[src/rtl/bin_to_bcd_seq_pkg.sv]
// bcd_pkg: shared types, constants and the overflow limit helper for bin_to_bcd_seq
//   conv_state_t    : converter FSM states
//   bcd_digit_t     : one packed BCD digit
//   BCD_NINE        : digit value used to fill a saturated result
//   max_bcd_value() : largest value representable in a given number of BCD digits
package bcd_pkg;
   typedef enum logic [1:0] {IDLE, SHIFT, DONE} conv_state_t;
   typedef logic [3:0] bcd_digit_t;
   localparam bcd_digit_t BCD_NINE = 4'h9;
   function automatic int unsigned max_bcd_value(input int unsigned digits);
      int unsigned v;
      v = 1;
      for (int unsigned i = 0; i < digits; i++) v = v * 10;
      return v - 1;
   endfunction
endpackage

[src/rtl/bcd_add3_digit.sv]
// bcd_add3_digit: double-dabble nibble corrector, adds 3 when the digit is 5 or more
//   i_digit : scratch nibble before the shift
//   o_digit : corrected nibble (no carry out)
module bcd_add3_digit
   import bcd_pkg::*;
(
   input  bcd_digit_t i_digit,
   output bcd_digit_t o_digit
);
   assign o_digit = (i_digit >= 4'd5) ? i_digit + 4'd3 : i_digit;
endmodule

[src/rtl/bin_to_bcd_seq.sv]
// bin_to_bcd_seq: sequential double-dabble binary to packed BCD converter, saturating to all nines
//   clk_in   : clock, rising edge
//   reset    : asynchronous active-high reset
//   start    : conversion request, sampled only while idle
//   bin_in   : binary value captured on the accepting edge
//   busy     : conversion in progress (registered)
//   done     : one-cycle pulse when bcd_out/overflow have just been updated
//   overflow : last captured value exceeded 10^DIGITS-1
//   bcd_out  : packed BCD result, most significant digit in the top nibble
module bin_to_bcd_seq
   import bcd_pkg::*;
#(
   parameter int WIDTH  = 14,
   parameter int DIGITS = 4
)(
   input  logic                clk_in,
   input  logic                reset,
   input  logic                start,
   input  logic [WIDTH-1:0]    bin_in,
   output logic                busy,
   output logic                done,
   output logic                overflow,
   output logic [4*DIGITS-1:0] bcd_out
);
   localparam int SW = 4 * DIGITS;
   localparam int CW = $clog2(WIDTH + 1);
   localparam logic [31:0]   MAX_VAL = 32'(max_bcd_value(DIGITS));
   localparam logic [CW-1:0] LAST    = CW'(WIDTH - 1);

   conv_state_t     r_state, w_next;
   logic            w_accept, w_iter;
   logic [WIDTH-1:0] r_bin;
   logic [SW-1:0]   r_scr, w_adj, r_bcd;
   logic [CW-1:0]   r_cnt;
   logic            r_flag, r_busy, r_done, r_ovf;

   for (genvar d = 0; d < DIGITS; d++) begin : g_dig
      bcd_add3_digit u_add (
         .i_digit(r_scr[4*d +: 4]),
         .o_digit(w_adj[4*d +: 4])
      );
   end

   always_ff @(posedge clk_in or posedge reset) begin
      if (reset) r_state <= IDLE;
      else       r_state <= w_next;
   end

   always_comb begin
      w_next   = r_state;
      w_accept = 1'b0;
      w_iter   = 1'b0;
      unique case (r_state)
         IDLE: begin
            w_accept = start;
            w_next   = start ? SHIFT : IDLE;
         end
         SHIFT: begin
            w_iter = 1'b1;
            // the iteration happening on this edge is the last one
            w_next = (r_cnt == LAST) ? DONE : SHIFT;
         end
         DONE:    w_next = IDLE;
         default: w_next = IDLE;
      endcase
   end

   always_ff @(posedge clk_in or posedge reset) begin
      if (reset) begin
         r_bin  <= '0;
         r_scr  <= '0;
         r_cnt  <= '0;
         r_flag <= 1'b0;
         r_busy <= 1'b0;
         r_done <= 1'b0;
         r_ovf  <= 1'b0;
         r_bcd  <= '0;
      end else begin
         r_busy <= (w_next != IDLE);
         r_done <= (r_state == DONE);
         if (w_accept) begin
            r_bin  <= bin_in;
            r_scr  <= '0;
            r_cnt  <= '0;
            r_flag <= {{(32-WIDTH){1'b0}}, bin_in} > MAX_VAL;
         end
         if (w_iter) begin
            // correct first, then shift {scratch, binary} left by one
            r_scr <= {w_adj[SW-2:0], r_bin[WIDTH-1]};
            r_bin <= {r_bin[WIDTH-2:0], 1'b0};
            r_cnt <= r_cnt + CW'(1);
         end
         if (r_state == DONE) begin
            r_bcd <= r_flag ? {DIGITS{BCD_NINE}} : r_scr;
            r_ovf <= r_flag;
         end
      end
   end

   assign busy     = r_busy;
   assign done     = r_done;
   assign overflow = r_ovf;
   assign bcd_out  = r_bcd;
endmodule

[config.mk]
export PLATFORM = sky130hd
export DESIGN_NAME = bin_to_bcd_seq
export DESIGN_NICKNAME = d
export VERILOG_FILES = /design/src/rtl/bin_to_bcd_seq_pkg.sv /design/src/rtl/bcd_add3_digit.sv /design/src/rtl/bin_to_bcd_seq.sv
export SDC_FILE = /design/constraint.sdc
export NUM_CORES = 1
export LEC_CHECK = 0
export CORE_UTILIZATION = 55
export DETAILED_ROUTE_END_ITERATION = 10
export HOLD_SLACK_MARGIN = 0.15
export PLACE_DENSITY = 0.86
export SYNTH_ARGS = -nofsm -noshare
export SYNTH_HDL_FRONTEND = slang
export SYNTH_HIERARCHICAL = 1
export SYNTH_SLANG_ARGS = --single-unit
[constraint.sdc]
create_clock -name clk_in -period 2.2 [get_ports clk_in]
set_input_delay 0.44 -clock clk_in [delete_from_list [all_inputs] [get_ports clk_in]]
set_output_delay 0.44 -clock clk_in [all_outputs]
set_load 0.005 [all_outputs]
== Word-level counts from Yosys, hierarchy flattened ==
Index checks and enable logic that the tools add are counted.
Operators by class
  $add $sub $neg: 5
  multipliers: 0
  divide/modulo/power cells: 0
  magnitude comparators: 5
  equal/unequal tests: 3
  shifts and indexed selects: 0
  mux-type cells: 16
  bitwise logic cells: 0
  reductions and logical operators: 3
Operators by type and width (number)
  $mux W16: 3
  $mux W14: 2
  $mux W4: 5
  $ge A4 B3 Y1 const B: 4
  $gt A14 B14 Y1 const B: 1
  $add A4 B2 Y4 const B: 3
  $add A4 B1 Y4 const B: 1
  $eq A4 B4 Y1 const B: 1
  $pmux W2 S2: 1
  $reduce_bool A2 Y1: 2
  $add A3 B2 Y3 const B: 1
  $mux W1: 3
  $mux W3: 1
  $eq A2 B1 Y1 const B: 1
  $eq A2 B2 Y1 const B: 1
  $logic_not A2 Y1: 1
  $mux W2: 1
Word-level totals
  bits in registers: 56
  latch bits: 0
  memory bits (writable): 0
  memory bits (read-only): 0
  input port bits: 17
  output and inout port bits: 19
  logic and storage cells: 41
  memories kept: 0

== Logic depth before layout (Yosys ltp) ==
  depth after elaboration: 4
  depth in mapped cells: 7
  depth with buffers taken out: 7

== By module ==
Netlist, hierarchy kept.
By module, submodules not included
  bin_to_bcd_seq: instances 1, cells an instance 243, area each 2377.3 um^2, sequential area each 1401.3 um^2
  bcd_add3_digit: instances 4, cells an instance 16, area each 101.3 um^2, sequential area each 0.0 um^2

== Worst setup path before layout ==
Ideal clock, no wire load.
  kind: flip-flop to flip-flop
  from: register r_scr[8]
  to: register r_scr[10]
  setup time: 66 ps
  arrival time: 1229 ps
  data required time: 2134 ps
  path slack: 905 ps
  stages on the path, launching flop included: 7
  buffers on the path: 0
  clock period less this slack: 1295 ps
  cell sequence: dfrtp_1 > ha_1 > nand2b_1 > a21oi_2 > mux2i_1 > nand2_1 > nand2_1
On the way
  cells in the longest elaborated chain, start to end: 3
  elaborated cells on any way between the ends: 4
  those cells by class: add/sub (1); order compare (1); mux (2)
RTL lines
  start: declaration: RTL line bin_to_bcd_seq.sv:33  | logic [SW-1:0] r_scr, w_adj, r_bcd;
  start signal: assignment: RTL line bin_to_bcd_seq.sv:89  | r_scr <= {w_adj[SW-2:0], r_bin[WIDTH-1]};
  $add A4 B2 Y4 / $ge A4 B3 Y1 (equally long branches): RTL line bcd_add3_digit.sv:10  | assign o_digit = (i_digit >= 4'd5) ? i_digit + 4'd3 : i_digit;
  $mux W4 *: RTL line bcd_add3_digit.sv:10
  via w_adj[9]: RTL line bin_to_bcd_seq.sv:33
  $mux W16 *: RTL line bin_to_bcd_seq.sv:87  | if (w_iter) begin
The timed path passes the listed nets; every way through them passes the cells marked *.
A chain may end at the register's enable or synchronous reset.

== Final worst setup path ==
  from: register r_state[0]
  to: register r_bin[7]
On the way
  cells in the longest elaborated chain, start to end: 3
  elaborated cells on any way between the ends: 6
  those cells by class: eq/ne (1); mux (3); reduce/logical (2)
RTL lines
  start: declaration: RTL line bin_to_bcd_seq.sv:30  | conv_state_t r_state, w_next;
  start signal: assignment: RTL line bin_to_bcd_seq.sv:46  | else r_state <= w_next;
  $eq A2 B1 Y1 / $logic_not A2 Y1 (equally long branches): RTL line bin_to_bcd_seq.sv:53  | unique case (r_state)
  $mux W1: RTL line bin_to_bcd_seq.sv:53
  $mux W14 / $reduce_bool A2 Y1 (equally long branches)
  end signal: assignment: RTL line bin_to_bcd_seq.sv:82  | r_bin <= bin_in;
  end signal: assignment: RTL line bin_to_bcd_seq.sv:90  | r_bin <= {r_bin[WIDTH-2:0], 1'b0};
  end: declaration: RTL line bin_to_bcd_seq.sv:32  | logic [WIDTH-1:0] r_bin;
Parallel ways exist; a longest one is shown, timed or not.

==> run summary <==
Root cell of the clock tree: clkbuf_8
PD cells: 1340 nW/µm²
Initial Utilization: 57.7%
Pins Over Slew Limit: 0
First DRT Iteration DRCs: 123
Placed insts: 392
Post-DP HPWL: 3.50 mm
Vias per std cell: 5.28
Hold Crit Depth: 2
IO Count: 36
GR Util All Layers: 21.8%
Core Area: 4790 µm²
CTS sink count: 56
Max Fclk: 607 MHz
Fill cell count: 398
Drt total wl: 5.13 mm
H-tree depth reported by CTS: 2
Area growth, synth to finish: 16.9%
PortBufs: 35
Final min period: 1.65 ns
CP arrival: 1.86 ns
Mean post-synth cell area: 9.12 µm²
Vias: 2111
Setup ws final: 0.553 ns
Max Root-Sink Buffers: 2
Worst Max-Slew Pin Slew: 0.632 ns
Vias in the first global route: 2068
RSZ-0062 raised after global routing: false
Fin nets: 359
Ratio of cells with drive above 1 in the final layout: 7.21%
Worst hold-check path type: flop to flop
First-pass GRT wire length: 8.91 mm
Ys Warns: 6
Max Cap Viol: 0
Filler-free cell count of the finished design: 400
Syn Nets: 330
Static leakage: 1.52 nW
GP Congestion: 0.786
Status: completed
Tcrit/Tclk final: 74.8%
Setup TNS: 0 ns
Average wire per standard cell: 12.8 µm
Synthesized netlist cell count: 303
CP Launch Type: flop
# setup viols final: 0
CP Class: flop to flop
Total grt overflow: 0
Slew margin rel.: 57.9%
Mapped Area: 2760 µm²
R2R cell count: 4
Worst-case clock skew: 0.00585 ns
TritonCTS clock tree: built
Clock transition at path regs: 0.10 ns
Chip height: 72.9 µm
Post-CTS Resized: 0
Final number of hold-violating endpoints: 0
CP required: 2.41 ns
Diode count: 0
Die area: 5310 µm²
Number of nets still failing antenna checks after routing: 0
Clk_lat worst skew: 0.30 ns
DIE WIDTH: 72.9 µm
Pre-CTS setup slack: 0.314 ns
Row Count: 25
Crit. End Element: flop
Inserted Clock Buffers: 5
Hold buffers post-CTS: 0
CP Max Fanout: 16
Antenna violations before repair: 0
Largest net degree at the start of global routing: 57
Maximum vdd drop: 0.000623 V
# DRC: 0
Post CTS Setup Buffer Count: 0
First-pass DRT Iterations: 5
registers in the layout, summed over array words and instances (netlist names):
register and count:
r_bin 14, done 1, r_state 2, busy 1, overflow 1, bcd_out 16
r_scr 16, r_cnt 4, r_flag 1
stage by stage:
stage          area, µm²  hold WS, ns  power [mW]  util, %
5_1_grt             3230        0.502        4.72     67.5
3_5_place_dp        3140        0.469        3.79     65.6
3_3_place_gp        3140        0.448        3.67     65.6
2_1_floorplan       2760        0.438        3.18        -
6_report            3230        0.483        4.34     67.5
4_1_cts             3230        0.487        4.37     67.5
worst max-delay path, stage by stage (launching register included):
cell	delay, ns
dfrtp_1	0.52
buf_4	0.23
o21bai_2	0.53
nand2_1	0.14
o21ai_0	0.13
final timing paths:
check / from / to / slack [ns]
max: r_state[0] / r_bin[7] / 0.55
min: r_bin[13] / r_scr[0] / 0.48
max reg2reg: r_state[0] / r_bin[7] / 0.55
min reg2reg: r_bin[13] / r_scr[0] / 0.48
max in group asynchronous: reset / bcd_out[12] / 1.46
min in group asynchronous: reset / bcd_out[2] / 0.49
cell type report:
class / count / area, µm² / area share, %
timing repair buffer: 40 / 400 / 12.4
sequential: 56 / 1400 / 43.4
tap: 67 / 83.8 / 2.59
inverter: 12 / 45.0 / 1.39
clock buffer: 6 / 82.6 / 2.56
clock inverter: 2 / 10.0 / 0.310
multi-input combinational: 217 / 1210 / 37.4
power breakdown:
| part | total, mW | internal [mW] | switching, mW |
|---|---|---|---|
| clock | 0.572 | 0.252 | 0.320 |
| combinational | 1.86 | 0.921 | 0.943 |
| sequential | 1.90 | 1.46 | 0.438 |
| total | 4.34 | 2.64 | 1.70 |
cell usage in the layout (no fill, tap or decap), drive strengths merged:
cell / count
a21oi: 5
a22o: 1
a22oi: 13
and2b: 1
buf: 5
clkbuf: 6
clkdlybuf4s50: 35
clkinv: 2
dfrtp: 56
ha: 10
inv: 12
mux2: 1
mux2i: 6
nand2: 80
nand2b: 17
nand3: 19
nand3b: 1
nand4: 2
nor2: 13
nor2b: 1
nor3: 1
nor3b: 1
o21ai: 38
o21bai: 1
or3b: 1
or4: 1
xnor2: 4
layer usage:
metal | vias to the layer above | part of all wire (%) | track usage (%)
met5 | - | 0 | 0
met1 | 999 | 45 | 27.2
met4 | 0 | 0.94 | 8.50
li1 | 1059 | - | -
met3 | 4 | 3.2 | 3.73
met2 | 49 | 51 | 37.9
(Power assumes the default switching activity.)
